**src/rtl/multicycle_control.sv**
```systemverilog
// Main control FSM for the multi-cycle RV datapath: sequences fetch/decode/execute/mem/wb
// per opcode, with memory-ready wait, optional OP-IMM, illegal-opcode trap and retire counter.
module multicycle_control #(
  parameter bit          MEM_WAIT_EN = 1'b1,
  parameter bit          ITYPE_EN    = 1'b1,
  parameter bit          TRAP_HALT   = 1'b1,
  parameter int unsigned CNT_W       = 16
) (
  input  logic             clk,
  input  logic             rst_n,
  input  logic [6:0]       opcode,
  input  logic             zero,
  input  logic             mem_ready,
  output logic             pc_write,
  output logic             ir_write,
  output logic             iord,
  output logic [1:0]       alu_src_a,
  output logic [1:0]       alu_src_b,
  output logic [1:0]       alu_op,
  output logic             pc_src,
  output logic             mem_read,
  output logic             mem_write,
  output logic             mem_to_reg,
  output logic             reg_write,
  output logic             illegal,
  output logic [3:0]       state,
  output logic [CNT_W-1:0] instr_count
);

  typedef enum logic [3:0] {
    S_RST    = 4'd0,
    S_FETCH  = 4'd1,
    S_DECODE = 4'd2,
    S_MADDR  = 4'd3,
    S_MREAD  = 4'd4,
    S_MWB    = 4'd5,
    S_MWRITE = 4'd6,
    S_EXR    = 4'd7,
    S_ALUWB  = 4'd8,
    S_BRANCH = 4'd9,
    S_EXI    = 4'd10,
    S_TRAP   = 4'd11
  } state_t;

  localparam logic [6:0] OP_LOAD  = 7'b0000011;
  localparam logic [6:0] OP_STORE = 7'b0100011;
  localparam logic [6:0] OP_REG   = 7'b0110011;
  localparam logic [6:0] OP_BR    = 7'b1100011;
  localparam logic [6:0] OP_IMM   = 7'b0010011;

  state_t cur, nxt;
  logic   rdy;
  logic   retire;

  assign rdy   = MEM_WAIT_EN ? mem_ready : 1'b1;
  assign state = cur;

  always_comb begin
    nxt = cur;
    unique case (cur)
      S_RST:    nxt = S_FETCH;
      S_FETCH:  if (rdy) nxt = S_DECODE;
      S_DECODE: begin
        unique case (opcode)
          OP_LOAD, OP_STORE: nxt = S_MADDR;
          OP_REG:            nxt = S_EXR;
          OP_BR:             nxt = S_BRANCH;
          OP_IMM:            nxt = ITYPE_EN ? S_EXI : S_TRAP;
          default:           nxt = S_TRAP;
        endcase
      end
      S_MADDR:  nxt = (opcode == OP_LOAD) ? S_MREAD : S_MWRITE;
      S_MREAD:  if (rdy) nxt = S_MWB;
      S_MWB:    nxt = S_FETCH;
      S_MWRITE: if (rdy) nxt = S_FETCH;
      S_EXR:    nxt = S_ALUWB;
      S_EXI:    nxt = S_ALUWB;
      S_ALUWB:  nxt = S_FETCH;
      S_BRANCH: nxt = S_FETCH;
      S_TRAP:   nxt = TRAP_HALT ? S_TRAP : S_FETCH;
      default:  nxt = S_RST;
    endcase
  end

  // Retirement is the hand-off back to FETCH from a completing state; TRAP never retires.
  assign retire = (nxt == S_FETCH) &&
                  (cur == S_MWB || cur == S_MWRITE || cur == S_ALUWB || cur == S_BRANCH);

  always_ff @(posedge clk or negedge rst_n) begin
    if (!rst_n) begin
      cur         <= S_RST;
      instr_count <= '0;
    end else begin
      cur <= nxt;
      if (retire) instr_count <= instr_count + CNT_W'(1);
    end
  end

  // Outputs are decoded from the state register (plus zero/mem_ready), so they follow an
  // async reset at once and the FETCH enables can track mem_ready within the same cycle.
  always_comb begin
    pc_write   = 1'b0;
    ir_write   = 1'b0;
    iord       = 1'b0;
    alu_src_a  = 2'b00;
    alu_src_b  = 2'b00;
    alu_op     = 2'b00;
    pc_src     = 1'b0;
    mem_read   = 1'b0;
    mem_write  = 1'b0;
    mem_to_reg = 1'b0;
    reg_write  = 1'b0;
    illegal    = 1'b0;
    unique case (cur)
      S_FETCH: begin
        mem_read  = 1'b1;
        alu_src_b = 2'b01;
        ir_write  = rdy;
        pc_write  = rdy;
      end
      S_DECODE: alu_src_b = 2'b10;
      S_MADDR: begin
        alu_src_a = 2'b01;
        alu_src_b = 2'b10;
      end
      S_MREAD: begin
        mem_read = 1'b1;
        iord     = 1'b1;
      end
      S_MWB: begin
        reg_write  = 1'b1;
        mem_to_reg = 1'b1;
      end
      S_MWRITE: begin
        mem_write = 1'b1;
        iord      = 1'b1;
      end
      S_EXR: begin
        alu_src_a = 2'b01;
        alu_op    = 2'b10;
      end
      S_EXI: begin
        alu_src_a = 2'b01;
        alu_src_b = 2'b10;
        alu_op    = 2'b11;
      end
      S_ALUWB: reg_write = 1'b1;
      S_BRANCH: begin
        alu_src_a = 2'b01;
        alu_op    = 2'b01;
        pc_src    = 1'b1;
        pc_write  = zero;
      end
      S_TRAP: illegal = 1'b1;
      default: ;
    endcase
  end

endmodule

```
**config.mk**
```make
export PLATFORM = sky130hd
export DESIGN_NAME = multicycle_control
export DESIGN_NICKNAME = d
export VERILOG_FILES = /design/src/rtl/multicycle_control.sv
export SDC_FILE = /design/constraint.sdc
export NUM_CORES = 1
export LEC_CHECK = 0
export CAP_MARGIN = 20
export CORE_MARGIN = 4
export CORE_UTILIZATION = 48
export CTS_CLUSTER_SIZE = 25
export DETAILED_ROUTE_END_ITERATION = 10
export GPL_TIMING_DRIVEN = 0
export HOLD_SLACK_MARGIN = 0.1
export PLACE_DENSITY = 0.85
export SLEW_MARGIN = 15
export SYNTH_ARGS = -nofsm -noshare
export SYNTH_HDL_FRONTEND = slang
export SYNTH_SLANG_ARGS = --single-unit
export TNS_END_PERCENT = 50
```
**constraint.sdc**
```tcl
create_clock -name clk -period 3.59 [get_ports clk]
set_clock_uncertainty 0.15 [all_clocks]
set_input_delay 0.718 -clock clk [delete_from_list [all_inputs] [get_ports clk]]
set_output_delay 0.718 -clock clk [all_outputs]
set_load 0.01 [all_outputs]
```
==> summary.md <==
| Metric | Value |
|---|---|
| Post-synth net total | `148` |
| Maximum clock insertion buffer count | `2` |
| Effective utilization at floorplan | `0.5104` |
| Fin Hold WS | `0.3208 ns` |
| Grt met2 use | `0.3441` |
| Aggregate routed wire length | `3056 µm` |
| Fraction of synthesized cell area taken by the top area cell type | `0.3887` |
| NumNets Final | `197` |
| Crit-path max FO | `10` |
| Top_reg_cell synth | `sky130_fd_sc_hd__dfrtp_1` |
| IR Drop Worst-Case VDD | `0.4942 mV` |
| TritonCTS clock tree | `yes` |
| Final setup fails | `0` |
| Capture instance of the worst register-to-register path | `instr_count[8]` |
| Class of the tightest hold or removal check | `reg -> reg` |
| DP Area | `0.001765 mm²` |
| Number of buffers created by CTS | `3` |
| Slew at the pin with the worst max-slew slack | `~0.88 ns` |
| Final Cell Area | `0.001802 mm²` |
| Synth Register Bits | `20` |
| Area share of and/or/nand/nor cells after synthesis | `0.2983` |
| Number of maximum-capacitance violations | `0` |
| Clk network pwr share | `0.114` |
| Ys Warns | `0` |
| Port Buf Inserts | `44` |
| Buffer cell driving the clock tree root | `sky130_fd_sc_hd__clkbuf_4` |
| Crit path to | `pc_write` |
| Setup crit start kind | `register` |
| HPWL Detailed | `approximately 2400 µm` |
| Number of remaining DRC errors | `0` |
| Via count of the first global-routing pass | `1233` |
| Number of pins with negative max-slew slack in the final report | `0` |
| Type of the worst setup path | `reg -> out` |
| RSZ-0062 raised after global routing | `no` |
| First element of the critical path | `state[1]` |
| Launch point of the worst reg-to-reg path | `state[3]` |
| Aggregate global-route resource usage | `0.1992` |
| Final hold violation count | `0` |
| Part of the total power dissipated in combinational logic | `0.608` |
| Internal power | `704.8 µW` |
| Number of diodes added for antenna fixing | `0` |
| Met3 usage | `0.03456` |
| Post-synthesis to final-layout area growth | `39.94%` |
| Most congested layer reported by global routing | `met2` |
| Total power | `1175 µW` |
| Multiplexer share of the synthesized area | `0.01166` |
| Clock network latency to the later pin of the worst-skew pair | `0.31 ns` |
| Antenna viol nets, final | `0` |
| DIE AREA | `roughly 0.0036 mm²` |
| Fraction of the mapped netlist area in adder cells | `0.009718` |
| Switching part of the total | `0.4002` |
| Endpoint type of the worst setup path | `output pin` |
| Count of flip-flops with a built-in enable after synthesis | `0` |
| GR Layer Usage met1 | `0.2419` |
| CP Data Required Time | `2.72 ns` |
| Power Dens Cells | `652.2 mW/mm²` |
| Layout cells sized above 1 | `0.1359` |
| Global-route wire length before repair | `5464 µm` |
| Power spent charging and discharging nets | `470.3 µW` |
| R2r setup slk | `1.55 ns` |
| Maximum number of pins on one net before global-route repair | `21` |
| Share of the synthesized area in compound gates (AO/OA/AOI/OAI) | `0.1224` |
| Maximum level of the CTS H-tree | `1` |
| Clock Sinks | `20` |
| Fraction of synthesized cell area in xor and xnor cells | `0.1088` |
| Horizontal die dimension | `59.79 µm` |
| Mapped Cells | `between 100 and 150` |
| Number of library cell types mapped by synthesis | `47` |
| FMAX | `between 300 and 400 MHz` |
| Most frequent cell after synthesis | `sky130_fd_sc_hd__dfrtp_1` |
| Final period util | `0.8292` |
| Average cell area after synthesis | `9.467 µm²` |
| Top cells by area in the synthesized netlist | `sky130_fd_sc_hd__dfrtp_1, sky130_fd_sc_hd__xnor2_1, sky130_fd_sc_hd__xor2_1` |
| Vias per inst | `5.341` |
| Outcome | `finished, final reports clean` |
| Area leader, netlist | `sky130_fd_sc_hd__dfrtp_1` |
| Post-Syn Area | `0.001287 mm²` |
| PostCTS Resize Cnt | `0` |
| Reg power frac | `0.278` |
| Number of cells on the worst reg-to-reg path | `7` |
| Worst-path clk slew | `0.11 ns` |
| Core outline area | `0.002522 mm²` |
| Final GP Congestion | `a little over 0.9` |
| Leakage power | `0.0007504 µW` |
| Vias after detailed routing | `1143` |
| Final total negative setup slack | `0 ns` |
| Final worst path period need | `between 2 and 3 ns` |
| I/O Pins | `46` |
| Site Rows | `18` |
| Post-CTS Hold Buffers | `0` |
| Number of optimization iterations in the first detailed-route pass | `4` |
| Initial antenna violation count | `0` |
| Util after Layout | `0.7143` |
| Max_slew headroom | `0.4114` |
| Leftover overflow at the end of global routing | `0` |
| Commonest cells post-synth | `sky130_fd_sc_hd__dfrtp_1, sky130_fd_sc_hd__nand2_1, sky130_fd_sc_hd__nor2_1` |
| Final routed wire length divided by cell count | `around 14 µm` |
| Number of buffers inserted by post-CTS setup repair | `0` |
| Async SR Flop Fraction | `1.000` |
| Sequential share of the synthesized area | `0.3887` |
| Drt initial violations | `44` |
| Dominant combinational cell family by area after synthesis | `simple AND/OR/NAND/NOR gates` |
| Chip Height | `59.79 µm` |
| CP Data Arrival Time | `2.11 ns` |
-- through the flow --
step                worst slack (ns)  instances
floorplan                      1.370        136
global placement              0.6770        210
detailed placement            0.6709        210
CTS                           0.6007        214
global route                  0.4506        214
finish                        0.6133        214
-- worst max-delay path, stage by stage (launching register included) --
cell                              delay [ns]
sky130_fd_sc_hd__dfrtp_1                0.52
sky130_fd_sc_hd__buf_2                  0.28
sky130_fd_sc_hd__inv_2                  0.05
sky130_fd_sc_hd__nand2_1                0.10
sky130_fd_sc_hd__nor2_1                 0.06
sky130_fd_sc_hd__and2_1                 0.16
sky130_fd_sc_hd__a21o_1                 0.15
sky130_fd_sc_hd__clkdlybuf4s50_1        0.47
-- worst min path at each step --
stage,start,endpoint,slack (ns),depth (start not counted)
floorplan,rst_n,instr_count[0],0.27,0
CTS,instr_count[15],instr_count[15],0.33,1
detailed placement,instr_count[15],instr_count[15],0.31,1
global route,instr_count[15],instr_count[15],0.37,1
finish,instr_count[15],instr_count[15],0.32,1
global placement,instr_count[15],instr_count[15],0.31,1
-- power by group through the flow --
stage / clock [µW] / sequential (µW) / combinational, µW
after floorplan: 0 / 341 / 413
after global placement: 0 / 329 / 705
after detailed placement: 0 / 333 / 712
after CTS: 137 / 328 / 719
after global routing: 143 / 338 / 785
final: 134 / 327 / 714
-- cell usage in the layout (no fill, tap or decap), types with 2 or more instances in the layout --
| master | Yosys | final |
|---|---|---|
| sky130_fd_sc_hd__nand3_1 | 5 | 5 |
| sky130_fd_sc_hd__buf_2 | 2 | 2 |
| sky130_fd_sc_hd__o22ai_1 | 2 | 2 |
| sky130_fd_sc_hd__clkbuf_1 | 2 | 2 |
| sky130_fd_sc_hd__nand2_1 | 16 | 16 |
| sky130_fd_sc_hd__nor3_2 | 5 | 5 |
| sky130_fd_sc_hd__and4bb_1 | 2 | 2 |
| sky130_fd_sc_hd__buf_6 | 2 | 2 |
| sky130_fd_sc_hd__dfrtp_1 | 20 | 20 |
| sky130_fd_sc_hd__nor2b_1 | 3 | 3 |
| sky130_fd_sc_hd__buf_4 | 2 | 2 |
| sky130_fd_sc_hd__inv_1 | 4 | 4 |
| sky130_fd_sc_hd__clkbuf_4 | 0 | 3 |
| sky130_fd_sc_hd__nand4_1 | 2 | 2 |
| sky130_fd_sc_hd__xnor2_1 | 9 | 9 |
| sky130_fd_sc_hd__nor2_1 | 10 | 10 |
| sky130_fd_sc_hd__xor2_1 | 7 | 7 |
| sky130_fd_sc_hd__or3_4 | 2 | 2 |
| sky130_fd_sc_hd__clkdlybuf4s50_1 | 0 | 44 |
| sky130_fd_sc_hd__o21a_1 | 2 | 2 |
| sky130_fd_sc_hd__o21ai_0 | 3 | 3 |
| sky130_fd_sc_hd__nor3_1 | 4 | 4 |
| sky130_fd_sc_hd__nor4_1 | 2 | 2 |
| sky130_fd_sc_hd__a21oi_1 | 5 | 5 |
-- final cells by class --
type,count,area (µm²)
fillers,207,720.7
multi-input cells,103,713.2
flip-flops and latches,20,500.5
repair buffers,44,440.4
plain buffers,8,55.05
well taps,30,37.54
clock buffers,4,36.28
inverters,5,18.77
-- routing by layer --
layer / share of wire / wire (µm)
met3: 0.070 / 213
met4: 0.018 / 55
met1: 0.42 / 1298
met5: 0 / 0
met2: 0.49 / 1488
-- state kept, by name, indices dropped and copies added (netlist names) --
signal,cells
state,4
instr_count,16
-- cell families after synthesis --
kind of cell               count (synthesis)
DFF                                       20
AOI/OAI and AO/OA                         21
muxes                                      1
other                                      1
and+or+nand+nor                           63
adders and majority gates                  1
buffers and inverters                     13
xor gates and xnor gates                  16
Power figures use the tool's default switching activity.
